===== src/rtl/avs_pkg.sv =====
// Shared types and default voltage limits for the adaptive-voltage-scaling loop.
// The regulator model uses the same VMIN/VMAX/VINIT defaults.
package avs_pkg;

   typedef enum logic [2:0] {
      ST_IDLE,
      ST_SAMPLE,
      ST_DECIDE,
      ST_REQUEST,
      ST_SETTLE
   } state_t;

   typedef enum logic [1:0] {
      STEP_UP,
      STEP_DOWN,
      HOLD
   } decision_t;

   localparam logic [7:0] AVS_VMIN  = 8'd16;
   localparam logic [7:0] AVS_VMAX  = 8'd240;
   localparam logic [7:0] AVS_VINIT = 8'd128;

endpackage


===== src/rtl/avs_timer.sv =====
// Loadable down-counter with a terminal-count flag.
// The controller uses it for both the settle interval and the ack timeout.
module avs_timer #(
   parameter int W = 6
) (
   input  logic         clock,
   input  logic         reset,
   input  logic         load,
   input  logic [W-1:0] value,
   output logic         tc
);

   logic [W-1:0] count_q;

   // NOTE: sequential state is written with non-blocking assignments only.
   always_ff @(posedge clock or negedge reset) begin
      if (!reset) begin
         count_q <= '0;
      end else if (load) begin
         count_q <= value;
      end else if (count_q != '0) begin
         count_q <= count_q - 1'b1;
      end
   end

   assign tc = (count_q == '0);

endmodule


===== src/rtl/avs_step_controller.sv =====
// Closed-loop AVS controller: samples the smoothed slack code, compares it with
// a hold window and issues single-LSB voltage steps over a req/ack handshake.
module avs_step_controller
   import avs_pkg::*;
#(
   parameter int               BUS         = 6,
   parameter int               VBITS       = 8,
   parameter logic [VBITS-1:0] VMIN        = VBITS'(AVS_VMIN),
   parameter logic [VBITS-1:0] VMAX        = VBITS'(AVS_VMAX),
   parameter logic [VBITS-1:0] VINIT       = VBITS'(AVS_VINIT),
   parameter int               SETTLE      = 16,
   parameter int               ACK_TIMEOUT = 64
) (
   input  logic             clock,
   input  logic             reset,
   input  logic             enable,
   input  logic [BUS-1:0]   sensor_code,
   input  logic [BUS-1:0]   target_lo,
   input  logic [BUS-1:0]   target_hi,
   output logic             vreq,
   output logic             vup,
   input  logic             vack,
   output logic [VBITS-1:0] vcode,
   output logic             busy,
   output logic             at_limit,
   output logic             fault
);

   localparam int TMAX = (SETTLE > ACK_TIMEOUT) ? SETTLE : ACK_TIMEOUT;
   localparam int TW   = (TMAX > 1) ? $clog2(TMAX) : 1;

   state_t      state_q, state_d;
   decision_t   decision;
   logic        step_blocked;
   logic [BUS-1:0] code_q;
   logic        timer_load;
   logic [TW-1:0] timer_value;
   logic        timer_tc;

   avs_timer #(.W(TW)) u_timer (
      .clock (clock),
      .reset (reset),
      .load  (timer_load),
      .value (timer_value),
      .tc    (timer_tc)
   );

   // NOTE: every combinational output gets a default first so no latch is inferred.
   always_comb begin
      state_d     = state_q;
      decision    = HOLD;
      timer_load  = 1'b0;
      timer_value = '0;

      if (code_q < target_lo) begin
         decision = STEP_UP;
      end else if (code_q > target_hi) begin
         decision = STEP_DOWN;
      end
      step_blocked = ((decision == STEP_UP)   && (vcode >= VMAX)) ||
                     ((decision == STEP_DOWN) && (vcode <= VMIN));

      case (state_q)
         ST_IDLE: begin
            if (enable && !fault) state_d = ST_SAMPLE;
         end
         ST_SAMPLE: begin
            state_d = enable ? ST_DECIDE : ST_IDLE;
         end
         ST_DECIDE: begin
            if (!enable) begin
               state_d = ST_IDLE;
            end else if ((decision != HOLD) && !step_blocked) begin
               state_d     = ST_REQUEST;
               timer_load  = 1'b1;
               timer_value = TW'(ACK_TIMEOUT - 1);
            end else begin
               state_d     = ST_SETTLE;
               timer_load  = 1'b1;
               timer_value = TW'(SETTLE - 1);
            end
         end
         // A request always finishes by ack or timeout, whatever enable does.
         ST_REQUEST: begin
            if (vack) begin
               state_d     = ST_SETTLE;
               timer_load  = 1'b1;
               timer_value = TW'(SETTLE - 1);
            end else if (timer_tc) begin
               state_d = ST_IDLE;
            end
         end
         ST_SETTLE: begin
            if (!enable || fault) begin
               state_d = ST_IDLE;
            end else if (timer_tc) begin
               state_d = ST_SAMPLE;
            end
         end
         default: state_d = ST_IDLE;
      endcase
   end

   always_ff @(posedge clock or negedge reset) begin
      if (!reset) begin
         state_q  <= ST_IDLE;
         code_q   <= '0;
         vcode    <= VINIT;
         vreq     <= 1'b0;
         vup      <= 1'b0;
         busy     <= 1'b0;
         at_limit <= 1'b0;
         fault    <= 1'b0;
      end else begin
         state_q <= state_d;
         vreq    <= (state_d == ST_REQUEST);
         busy    <= (state_d != ST_IDLE);

         if (state_q == ST_SAMPLE) code_q <= sensor_code;

         if (state_q == ST_DECIDE) begin
            at_limit <= step_blocked;
            if (state_d == ST_REQUEST) vup <= (decision == STEP_UP);
         end

         // Limits were checked in DECIDE, so the step cannot leave [VMIN, VMAX].
         if (state_q == ST_REQUEST) begin
            if (vack) begin
               vcode <= vup ? vcode + 1'b1 : vcode - 1'b1;
            end else if (timer_tc) begin
               fault <= 1'b1;
            end
         end
      end
   end

endmodule


===== config.mk =====
export PLATFORM = sky130hd
export DESIGN_NAME = avs_step_controller
export DESIGN_NICKNAME = d
export VERILOG_FILES = /design/src/rtl/avs_pkg.sv /design/src/rtl/avs_timer.sv /design/src/rtl/avs_step_controller.sv
export SDC_FILE = /design/constraint.sdc
export NUM_CORES = 1
export LEC_CHECK = 0
export ABC_CLOCK_PERIOD_IN_PS = 2800
export CORE_AREA = 2 2 77 79
export CTS_CLUSTER_DIAMETER = 100
export DETAILED_ROUTE_END_ITERATION = 8
export DIE_AREA = 0 0 79 81
export GPL_TIMING_DRIVEN = 1
export PLACE_DENSITY = 0.67
export SLEW_MARGIN = 20
export SYNTH_ARGS = -nofsm -noshare
export SYNTH_HDL_FRONTEND = slang
export SYNTH_SLANG_ARGS = --single-unit
export TNS_END_PERCENT = 1

===== constraint.sdc =====
create_clock -name clock -period 2.8 [get_ports clock]
set_clock_uncertainty 0.15 [all_clocks]
set_input_delay 0.84 -clock clock [delete_from_list [all_inputs] [get_ports clock]]
set_output_delay 0.84 -clock clock [all_outputs]
set_load 0.005 [all_outputs]

==> key figures <==
Outcome
  – Run status: finished clean

STA
  – Slew Viols, Final: 0
  – Aggregate negative setup slack: 0 ns
  – Final setup vio count: 0
  – Final critical delay including setup and external delays: 2.675 ns
  – Final worst-path cycle share: 0.9553
  – Max transition margin: 0.5516
  – Highest clock rate: 373.9 MHz
  – Setup repair after global routing missed its margin: false
  – Slew of the pin with the lowest slew margin: 0.6712 ns
  – Number of hold violations in the final report: 0
  – Post-route worst hold slack: 0.3649 ns

Worst setup path
  – Critical path type: input port to flop
  – Type of element launching the critical path: input port
  – Startpoint of the most critical register-to-register path: vup
  – CP arrival: 2.70 ns
  – Worst flop-to-flop path endpoint: vcode[7]
  – Slack of the worst reg-to-reg path: 0.33 ns
  – Endpoint kind of the worst setup timing path: flop
  – Required @ worst endpoint: 2.83 ns
  – Worst reg-to-reg path cell count: 7
  – CP Max Fanout: 6

Min path
  – Worst hold path class: flop to flop
  – WHS Path Cells: 2
  – Worst Hold Endpoint: fault
  – Worst hold path startpoint: fault

Floorplan
  – Number of standard-cell rows in the floorplan: 28
  – Overall die area: 0.006399 mm2
  – Die Width: 79 um
  – Starting density of the core: 0.3333
  – Die Y: 81 um
  – IO Pins: 35
  – Core Footprint: 0.005675 mm2

Finish
  – Net total in the final layout: 287
  – Fraction of final layout cells with drive strength greater than 1: 0.05738
  – Diode count: 0
  – Area of the multi-input gates: 0.001107 mm2
  – FF/Latch Area: 701.9 um2
  – Area grow syn2layout: 27.12%
  – Fill cell count: 588

Clock tree
  – Total setup buffers inserted after CTS: 0
  – H-tree depth: 1
  – Clock buffers created by TritonCTS: 3
  – Post-cts hold buffer count: 0
  – Clock slew at reported path FFs: 0.09 ns
  – Clock root cell: sky130_fd_sc_hd__clkbuf_8
  – Max Root-Sink Buffers: 2
  – Clock latency reported for the late side of the worst-skew pair: 0.27 ns
  – CTS tree: yes
  – Number of gates resized after cts: 0
  – Num Clock Sinks: 28

Logic synthesis
  – Post-Synthesis Net Count: 246
  – Top cell type's share of synthesized area: 0.3571
  – Post-synthesis cell type count: 44
  – Synth Cell Area: 0.001892 mm2
  – Mean area per synthesized cell: 9.274 um2
  – Post-synthesis async set-or-reset flop share: 1.000
  – Area contributors post-synth: sky130_fd_sc_hd__dfrtp_1 36%, sky130_fd_sc_hd__ha_1 13%, sky130_fd_sc_hd__nand2_1 5.0%, sky130_fd_sc_hd__mux2_1 3.6%, sky130_fd_sc_hd__inv_1 3.4%
  – Total of flip-flops plus latches after synthesis: 28
  – Most repeated cell in the gate-level netlist after synthesis: sky130_fd_sc_hd__dfrtp_1
  – Synthesized netlist cell count: 204
  – Fraction of the yosys area taken by sequential cells: 0.3710
  – Number of flops mapped to enable cells by yosys: 0
  – Most area-hungry cell type in the Yosys netlist: sky130_fd_sc_hd__dfrtp_1
  – Most used DFF post-synth: sky130_fd_sc_hd__dfrtp_1
  – Post-synth top cells: 27 x sky130_fd_sc_hd__dfrtp_1, 25 x sky130_fd_sc_hd__nand2_1, 19 x sky130_fd_sc_hd__ha_1
  – Number of warning messages in the yosys log: 0

Routing
  – Pre-Repair DR Iteration Count: 4
  – Via density: 4.978
  – # DRC: 0
  – Remaining antenna violation count: 0
  – Routed wire length: 3.952 mm
  – Initial DRC Count: 111
  – Number of vias in the routed layout: 1588
  – Routed length per placed instance: 12.39 um

Power
  – Max rail drop VDD: 159.1 uV
  – Pwr dens: 283.0 mW/mm2
  – Leakage Power: 1.209 nW

Global route
  – Total Routing Usage GR: 0.1306
  – Pin count of the biggest net entering global routing: 29
  – Antenna violations before repair: 0
  – Number of global-route vias before repair: 1579
  – Total grt overflow: 0
  – First-pass GRT wire length: 6.775 mm

Placement
  – Routability Congestion: 0.8511
  – IO buf count: 34
  – HPWL Detailed: 3.048 mm

Flow run
  – Max-Cap Viols: 0
## per-layer routing
metal | vias to the layer above | part of all wire | global-route usage
met5 | - | 0 | 0
met1 | 738 | 0.48 | 0.1694
met4 | 0 | 0.015 | 0.04310
met2 | 35 | 0.47 | 0.2271
met3 | 5 | 0.037 | 0.01556
li1 | 810 | - | -
## through the flow
stage / util / cells / power [mW] / worst slack, ns / area [um2]
final: 0.4237 / 319 / 0.6807 / 0.1252 / 2405
after global routing: 0.4237 / 319 / 0.7149 / 0.01304 / 2405
after CTS: 0.4237 / 319 / 0.6929 / 0.1382 / 2405
after detailed placement: 0.4158 / 315 / 0.4680 / -0.1363 / 2360
after global placement: 0.4158 / 315 / 0.4676 / -0.1225 / 2360
after floorplan: - / 204 / 0.4250 / 0.3758 / 1892
## where the power goes
part	total [mW]	switching [mW]	internal [mW]
sequential	0.404	0	0.404
combinational	0.0548	0.0213	0.0335
clock	0.222	0.120	0.102
## kinds of logic (layout without fill, tap and decap cells)
group,Yosys count,in the layout,synth area share
adders and majority gates,20,20,0.1362
muxes,7,7,0.04100
and+or+nand+nor,68,68,0.1885
AOI/OAI and AO/OA,52,52,0.1872
xor gates and xnor gates,7,7,0.03241
buffers and inverters,22,62,0.04365
DFF,28,28,0.3710
## worst max-delay path by stage
stage	slack, ns	to	start
after floorplan	0.38	vreq	target_lo[4]
after global placement	-0.12	vup	target_lo[4]
after detailed placement	-0.14	vup	target_lo[4]
after CTS	0.14	vup	target_lo[4]
after global routing	0.01	vup	target_lo[4]
final	0.13	vup	target_lo[4]
## placed cells by master (no fill, tap or decap), drive strengths merged, types with 3 or more instances in the layout
master         count
nor3b              4
nor2               6
a211oi             4
nand4              3
inv               17
ha                19
nor3               6
nor2b              5
o211ai             3
o21ai             13
clkbuf             4
a31oi              7
dfrtp             27
a21o               8
nand3              4
nand2             25
a21oi              6
clkdlybuf4s50     34
xnor2              7
mux2               6
buf                7
## flip-flops by register name, summed over array words and instances, names as in the netlist
name	count
vup	1
vreq	1
u_timer.count_q	6
code_q	6
fault	1
state_q	3
busy	1
vcode	8
at_limit	1
## worst max-delay path, stage by stage
cell                              delay (ns)
sky130_fd_sc_hd__clkdlybuf4s50_1        0.46
sky130_fd_sc_hd__inv_1                  0.04
sky130_fd_sc_hd__ha_1                   0.27
sky130_fd_sc_hd__o21a_1                 0.17
sky130_fd_sc_hd__and2_1                 0.18
sky130_fd_sc_hd__a211oi_1               0.33
sky130_fd_sc_hd__a31oi_1                0.07
sky130_fd_sc_hd__buf_4                  0.17
sky130_fd_sc_hd__a21o_1                 0.17
## final cells by class
class	instances	share of cell area
clock buffer	4	0.01873
inverter	17	0.02653
multi-input combinational	154	0.4605
sequential	28	0.2919
tap	75	0.03902
timing repair buffer	41	0.1634
(Power assumes the default switching activity.)
